## src/rtl/gpr_wb.sv

```systemverilog
`default_nettype none
// ============================================================================
// Module      : gpr_wb
// Description : Write-back sequencer for the GPR file write port. Accepts
//               results from the CSR path (priority) and the execute path over
//               valid/ready, queues them in a circular FIFO and retires one
//               register write per cycle. Offers a combinational bypass lookup
//               over queued and in-flight results.
// Config      : GPR_WB_BYPASS_EN - when defined, the bypass search logic is
//               built; when undefined, byp_* outputs are tied to zero.
// Revision    : 1.0 - initial release
// ============================================================================
module gpr_wb #(
  parameter int DEPTH = 4
) (
  input  logic        clk,
  input  logic        rst_n,
  input  logic        exe_valid,
  output logic        exe_ready,
  input  logic [4:0]  exe_rd,
  input  logic [31:0] exe_data,
  input  logic        csr_valid,
  output logic        csr_ready,
  input  logic [4:0]  csr_rd,
  input  logic [31:0] csr_rdata,
  output logic        gpr_we,
  output logic [4:0]  gpr_rd,
  output logic [31:0] gpr_di,
  input  logic [4:0]  byp_ra,
  input  logic [4:0]  byp_rb,
  output logic        byp_hit_a,
  output logic        byp_hit_b,
  output logic [31:0] byp_data_a,
  output logic [31:0] byp_data_b,
  output logic        wb_idle
);

  localparam int AW = $clog2(DEPTH);
  localparam int PW = AW + 1;

  // FIFO storage; contents need no reset because validity comes from the pointers
  logic [4:0]    rd_mem   [DEPTH];
  logic [31:0]   data_mem [DEPTH];
  logic [PW-1:0] wr_ptr;
  logic [PW-1:0] rd_ptr;

  logic          full;
  logic          empty;
  logic          csr_take;
  logic          exe_take;
  logic          push;
  logic          pop;
  logic [4:0]    push_rd;
  logic [31:0]   push_data;

  // Extra pointer MSB distinguishes full from empty when the index bits match
  assign empty = (wr_ptr == rd_ptr);
  assign full  = (wr_ptr[PW-1] != rd_ptr[PW-1]) &&
                 (wr_ptr[AW-1:0] == rd_ptr[AW-1:0]);

  // Ready is based on occupancy only, never on a same-cycle pop
  assign csr_ready = !full;
  assign exe_ready = !full && !csr_valid;

  assign csr_take  = csr_valid && csr_ready;
  assign exe_take  = exe_valid && exe_ready;
  assign push_rd   = csr_take ? csr_rd    : exe_rd;
  assign push_data = csr_take ? csr_rdata : exe_data;

  // A handshake to x0 completes but is dropped here so no write is ever issued
  assign push = (csr_take || exe_take) && (push_rd != 5'd0);
  assign pop  = !empty;

  assign wb_idle = empty && !gpr_we;

  // Store the accepted result at the write pointer
  always_ff @(posedge clk) begin
    if (push) begin
      rd_mem[wr_ptr[AW-1:0]]   <= push_rd;
      data_mem[wr_ptr[AW-1:0]] <= push_data;
    end
  end

  // Advance pointers and load the register-file write port from the FIFO head
  always_ff @(posedge clk or negedge rst_n) begin
    if (!rst_n) begin
      wr_ptr <= '0;
      rd_ptr <= '0;
      gpr_we <= 1'b0;
      gpr_rd <= 5'd0;
      gpr_di <= 32'd0;
    end else begin
      if (push) begin
        wr_ptr <= wr_ptr + PW'(1);
      end
      if (pop) begin
        rd_ptr <= rd_ptr + PW'(1);
        gpr_we <= 1'b1;
        gpr_rd <= rd_mem[rd_ptr[AW-1:0]];
        gpr_di <= data_mem[rd_ptr[AW-1:0]];
      end else begin
        gpr_we <= 1'b0;
      end
    end
  end

`ifdef GPR_WB_BYPASS_EN
  logic [PW-1:0] count;
  assign count = wr_ptr - rd_ptr;

  // Search the output register, then FIFO entries oldest to newest so the
  // newest match overrides earlier ones
  always_comb begin
    logic [AW-1:0] slot;
    slot       = '0;
    byp_hit_a  = 1'b0;
    byp_hit_b  = 1'b0;
    byp_data_a = 32'd0;
    byp_data_b = 32'd0;
    if (gpr_we && (gpr_rd == byp_ra) && (byp_ra != 5'd0)) begin
      byp_hit_a  = 1'b1;
      byp_data_a = gpr_di;
    end
    if (gpr_we && (gpr_rd == byp_rb) && (byp_rb != 5'd0)) begin
      byp_hit_b  = 1'b1;
      byp_data_b = gpr_di;
    end
    for (int k = 0; k < DEPTH; k++) begin
      slot = rd_ptr[AW-1:0] + AW'(k);
      if (PW'(k) < count) begin
        if ((rd_mem[slot] == byp_ra) && (byp_ra != 5'd0)) begin
          byp_hit_a  = 1'b1;
          byp_data_a = data_mem[slot];
        end
        if ((rd_mem[slot] == byp_rb) && (byp_rb != 5'd0)) begin
          byp_hit_b  = 1'b1;
          byp_data_b = data_mem[slot];
        end
      end
    end
  end
`else
  // Without bypass the operand stage stalls on wb_idle instead
  logic unused_byp;
  assign unused_byp = ^{byp_ra, byp_rb};
  assign byp_hit_a  = 1'b0;
  assign byp_hit_b  = 1'b0;
  assign byp_data_a = 32'd0;
  assign byp_data_b = 32'd0;
`endif

endmodule
`default_nettype wire

```

## config.mk

```make
export PLATFORM = sky130hd
export DESIGN_NAME = gpr_wb
export DESIGN_NICKNAME = d
export VERILOG_FILES = /design/src/rtl/gpr_wb.sv
export SDC_FILE = /design/constraint.sdc
export NUM_CORES = 1
export LEC_CHECK = 0
export BUFFER_PORTS_ARGS = -buffer_cell sky130_fd_sc_hd__buf_2
export CORE_MARGIN = 2
export CORE_UTILIZATION = 52
export CTS_CLUSTER_DIAMETER = 150
export DETAILED_ROUTE_END_ITERATION = 16
export PLACE_DENSITY = 0.78
export SLEW_MARGIN = 20
export SYNTH_ARGS = -nofsm -noshare
export SYNTH_HDL_FRONTEND = slang
export SYNTH_SLANG_ARGS = --single-unit
```

## constraint.sdc

```tcl
create_clock -name clk -period 11.2 [get_ports clk]
set_input_delay 1.12 -clock clk [delete_from_list [all_inputs] [get_ports clk]]
set_output_delay 1.12 -clock clk [all_outputs]
set_load 0.02 [all_outputs]
```

==> results of run 1 <==
[power by group]
part / total, mW / internal, mW / switching, mW
combinational: 1.04 / 0.523 / 0.522
clock: 0.608 / 0.362 / 0.246
sequential: 1.20 / 1.09 / 0.117
[placed cells by master, fill, tap and decap left out, drive strengths merged]
cell type    n
or4          2
nor2         2
mux4        37
nor3         1
and2         3
conb        66
xnor2        3
a21oi        1
a211oi       1
nand2        2
or3b         1
buf        122
bufinv       3
edfxtp     148
clkbuf      21
nor2b        1
o21ai        2
dfrtp       44
mux2        76
ha           5
clkinvlp     2
clkinv       5
inv          5
xor2         4
[kinds of logic (layout without fill, tap and decap cells)]
kind of cell,after synthesis,after routing,synth area share
xor gates and xnor gates,7,7,0.00835
buffers and inverters,86,158,0.0774
muxes,113,113,0.221
AOI/OAI and AO/OA,4,4,0.00273
DFF,192,192,0.672
adders and majority gates,5,5,0.00759
and+or+nand+nor,12,12,0.00986
other,1,66,0.000455
[worst max path at each step]
stage               slack (ns)  cells past startpoint             end       from
floorplan                 6.48                      3  data_mem[3][0]  exe_valid
global placement          7.62                      4         wb_idle  rd_ptr[1]
detailed placement        7.61                      4         wb_idle  rd_ptr[1]
CTS                       7.15                      4         wb_idle  rd_ptr[1]
global route              6.99                      4         wb_idle  rd_ptr[1]
finish                    7.28                      4         wb_idle  rd_ptr[1]
[worst max-delay path, cell delays in order (launching register included)]
cell and delay [ns]:
dfrtp_2 1.02, xor2_1 0.28, or3b_4 0.83, nor2_1 0.06, buf_2 0.19
[through the flow]
step | cells | utilization
floorplan | 485 | -
global placement | 740 | 0.558
detailed placement | 740 | 0.558
CTS | 772 | 0.596
global route | 773 | 0.597
finish | 773 | 0.597
[state kept, by name (all words and copies together), names as in the netlist]
register,flops
gpr_rd,5
gpr_we,1
wr_ptr,3
gpr_di,32
rd_ptr,3
rd_mem,20
data_mem,128
[final cells by class]
type | count | area share
Timing Repair Buffer | 122 | 0.0666
Tap cell | 216 | 0.0288
Multi-Input combinational cell | 207 | 0.248
Sequential cell | 192 | 0.591
Inverter | 4 | 0.00160
Clock buffer | 21 | 0.0491
Clock inverter | 11 | 0.0147
[routing by layer]
layer	routed length, um	part of all wire
met1	5750	0.41
met2	7470	0.53
met3	750	0.053
met4	215	0.015
met5	0	0
==> flow_summary_export.csv, run 1 <==
group,metric,value,unit
outcome,status,"finished, final reports clean",
die,row_count,46,
timing,finalHoldViolations,0,
critical_path,worstPathMaxFanout,42,
timing,fin_hold_ws,0.506,ns
global_route,grt_first_pass_wirelength,21800,um
clock_network,cts_root_buffer,"clkbuf_16",
layout,fillers,1164,
logic_synthesis,synthTopCellsByArea,"edfxtp_1, dfrtp_1, mux4_2",
placed_design,gp_congestion,0.713,
logic_synthesis,syn_inst,420,
drt,wirelength,14200,um
logic_synthesis,ys_types,29,
die,dieWidth,130,um
logic_synthesis,synthArstFlopShare,0.229,
hold_path,hp-class,"flip-flop to flip-flop",
timing,slew_viol_final,0,
hold_path,hp-start,"gpr_di[6]",
global_route,grt_usage,0.178,
placed_design,place_hpwl,8450,um
hold_path,min_path_cells,1,
timing,max_slew.worst_pin.slew,1.08,ns
global_route,grt_pass1_vias,4042,
clock_network,clkTransAtPathRegs,0.06,ns
clock_network,tritoncts,"done",
drt,wl_per_cell,18.4,um
clock_network,cts_resized,0,
timing,fin_skew,0.00827,ns
timing,max_freq,0.255,GHz
timing,fin_ws,7.28,ns
clock_network,cts_sinks,192,
global_route,met3_usage,0.0377,
layout,antennaDiodeCount,0,
drt,drt_first_iter_violations,242,
placed_design,placed_cell_area,8770,um2
global_route,grt_use_met2,0.315,
critical_path,critPathKind,"flip-flop to output pin",
critical_path,rr_startpoint,"rd_ptr[1]",
timing,rsz0062_at_grt,"no",
die,die_h,130,um
critical_path,crit_path_start_kind,"flip-flop",
power,vdd_drop_max,192,uV
timing,min_period,3.92,ns
layout,syn_to_final_growth,13.8,%
layout,multiInputGateArea,2330,um2
global_route,grt_max_degree,45,
die,num_io_pins,195,
logic_synthesis,synth_edf_count,148,
critical_path,r2r_cells,4,
global_route,grt_use_met1,0.220,
timing,setup_tns,0,ns
logic_synthesis,netlist.area_leader.share,0.539,
global_route,overflow,0,
clock_network,cts_setup_buffers,0,
logic_synthesis,synth_common_cells,"edfxtp_1, buf_4, dfrtp_1",
die,fp.coreArea,15700,um2
drt,firstDrtPassIters,4,
logic_synthesis,syn_area,8250,um2
clock_network,cts_buffer_depth,2,
logic_synthesis,yosys_warnings,0,
clock_network,hold_buffers,0,
drt,routed_via_density,5.04,
timing,fin_crit_sh,0.350,
logic_synthesis,synth_top_area_cell,"edfxtp_1",
critical_path,endpoint_kind,"output pin",
drt,post-route-drc-count,0,
hold_path,hold_path_end,"gpr_di[6]",
die,dieArea,16900,um2
job,cap_violations,0,
power,total_power,2.86,mW
layout,nets,637,
logic_synthesis,synth_ff_type,"edfxtp_1",
power,powerDensity,304,nW/um2
layout,fin_area,9380,um2
clock_network,htreeDepth,4,
timing,slew_headroom,0.283,
critical_path,r2r_slack,8.08,ns
critical_path,worstPathRequired,10.08,ns
logic_synthesis,post-synth-top-count-cell,"edfxtp_1",
power,leakagePower,3.71,nW
clock_network,numCtsBuffers,17,
clock_network,clock_latency,0.42,ns
layout,drive_above_1_share,0.438,
drt,dr_total_vias,3898,
logic_synthesis,seq_area_frac_synth,0.672,
critical_path,r2r_end,"data_mem[0][9]",
logic_synthesis,syn_area_per_cell,19.6,um2
drt,antenna_left,0,
die,initial_core_util,0.525,
logic_synthesis,synth_seq_cells,192,
timing,finalSetupViolCount,0,
critical_path,critPathArrivalTime,2.80,ns
placed_design,io_buffers,118,
global_route,gr-max-usage-layer,"met2",
placed_design,dp_slack,7.61,ns
layout,area.sequential,5550,um2
global_route,antenna_found_initial,0,
(Power assumes the default switching activity.)
==> run 2, diff against run 1 <==
CORE_UTILIZATION = 49   (was 52)
PLACE_DENSITY = 0.77   (was 0.78)
clock period = 3.3 ns   (was 11.2 ns; I/O delays follow)
==> flow_summary_export.csv, run 2 (synthesis gave the netlist of run 1 again) <==
group,metric,value,unit
clock_network,clkTransAtPathRegs,0.07,ns
critical_path,critPathKind,"flip-flop to flip-flop",
drt,wl_per_cell,18.4,um
layout,antennaDiodeCount,0,
timing,min_period,2.55,ns
layout,instances_no_fill,779,
power,powerDensity,1030,nW/um2
placed_design,place_hpwl,8730,um
drt,wirelength,14300,um
critical_path,slowest_stage,"and2_2",
layout,syn_to_final_growth,13.8,%
placed_design,placed_cells,746,
timing,rsz0062_at_grt,"no",
critical_path,critPathArrivalTime,2.59,ns
clock_network,clock_latency,0.43,ns
timing,finalHoldViolations,0,
drt,antenna_left,0,
drt,firstDrtPassIters,6,
critical_path,critPathBufInv,0,
layout,drive_above_1_share,0.438,
timing,slew_viol_final,0,
hold_path,hp-class,"input pin to flip-flop",
die,fp.coreArea,16500,um2
layout,nets,639,
placed_design,io_buffers,118,
die,row_count,47,
layout,final_common_cell,"edfxtp_1",
critical_path,crit_path_start_kind,"flip-flop",
clock_network,cts_sinks,192,
global_route,antenna_found_initial,0,
drt,dr_total_vias,3874,
die,initial_core_util,0.499,
job,cap_violations,0,
power,vdd_drop_max,519,uV
critical_path,slowest_delay,0.92,ns
die,num_io_pins,195,
layout,largest_reg_flops,128,
drt,drt_first_iter_violations,262,
critical_path,cp_top_family,"simple AND/OR/NAND/NOR gates",
layout,layout_common_cells,"edfxtp_1, buf_2, conb_1",
critical_path,crit_chain,"xor2_1 > nor3_2 > a21oi_1 > and2_2",
critical_path,r2r_slack,0.75,ns
clock_network,tritoncts,"done",
timing,slew_headroom,0.306,
timing,max_slew.worst_pin.slew,1.04,ns
global_route,grt_first_pass_wirelength,22900,um
die,die_h,134,um
global_route,grt_usage,0.173,
clock_network,htreeDepth,4,
die,dieWidth,134,um
timing,fin_skew,0.00984,ns
timing,finalSetupViolCount,0,
global_route,grt_pass1_vias,4172,
drt,post-route-drc-count,0,
clock_network,cts_root_buffer,"clkbuf_16",
critical_path,endpoint_kind,"flip-flop",
clock_network,cts_buffer_depth,2,
critical_path,worstPathRequired,3.34,ns
placed_design,placed_cell_area,8790,um2
power,leakagePower,3.71,nW
timing,setup_tns,0,ns
drt,routed_via_density,4.97,
die,dieArea,17900,um2
clock_network,cts_resized,0,
critical_path,worstPathMaxFanout,37,
layout,fin_area,9380,um2
placed_design,gp_congestion,0.669,
global_route,overflow,0,
timing,max_freq,0.393,GHz
timing,fin_crit_sh,0.771,
outcome,status,"finished, final reports clean",
global_route,grt_max_degree,40,
clock_network,numCtsBuffers,17,
layout,fillers,1271,
run 2: cell count changes in the layout (fill, tap and decap cells not counted), sizes merged:
cell / previous run / this run
buf: 122 / 123
clkinv: 5 / 7
bufinv: 3 / 2
dlygate4sd3: 0 / 1
inv: 5 / 4
run 2: timing repair:
| item | CTS | global route |
|---|---|---|
| buffers inserted | 0 | 0 |
| hold buffers | 1 | 0 |
| endpoints found under the hold margin | 29 | 0 |
run 2: power breakdown:
part	total [mW]	internal [mW]	switching (mW)	leakage, nW
clock	2.00	1.15	0.843	0.281
sequential	3.99	3.69	0.295	1.87
combinational	3.67	1.77	1.90	1.56
run 2: routing by layer:
layer  vias to the layer above  GRT usage  share of wire
li1                       1734          -              -
met2                       138      0.292           0.53
met5                         -          0              0
met4                         0     0.0544          0.013
met1                      1985      0.218           0.41
met3                        17     0.0468          0.052
run 2: layout make-up:
| cell class | instances | area [um2] | share of cell area |
|---|---|---|---|
| Sequential cell | 192 | 5550 | 0.592 |
| Tap cell | 220 | 275 | 0.0293 |
| Clock buffer | 21 | 462 | 0.0492 |
| Multi-Input combinational cell | 207 | 2330 | 0.248 |
| Inverter | 4 | 15.0 | 0.00160 |
| Timing Repair Buffer | 124 | 638 | 0.0680 |
| Clock inverter | 11 | 114 | 0.0121 |
run 2: worst paths after layout:
| path | startpoint | endpoint | cells past startpoint |
|---|---|---|---|
| worst max register to register | rd_ptr[0] | data_mem[1][10] | 4 |
| worst min-delay path | exe_data[4] | data_mem[3][4] | 2 |
| max in group asynchronous | rst_n | gpr_di[14] | 3 |
| worst min register to register | gpr_rd[4] | gpr_rd[4] | 1 |
| worst max-delay path | rd_ptr[0] | data_mem[1][10] | 4 |
| min in group asynchronous | rst_n | gpr_di[8] | 2 |
run 2: stage by stage:
step	util	total power, mW	setup WS [ns]	hold slack (ns)
after floorplan	-	6.94	0.589	0.0344
after global placement	0.532	7.59	0.796	0.436
after detailed placement	0.532	7.76	0.759	0.445
after CTS	0.568	9.79	0.731	0.245
after global routing	0.568	10.2	0.576	0.251
final	0.568	9.65	0.755	0.256
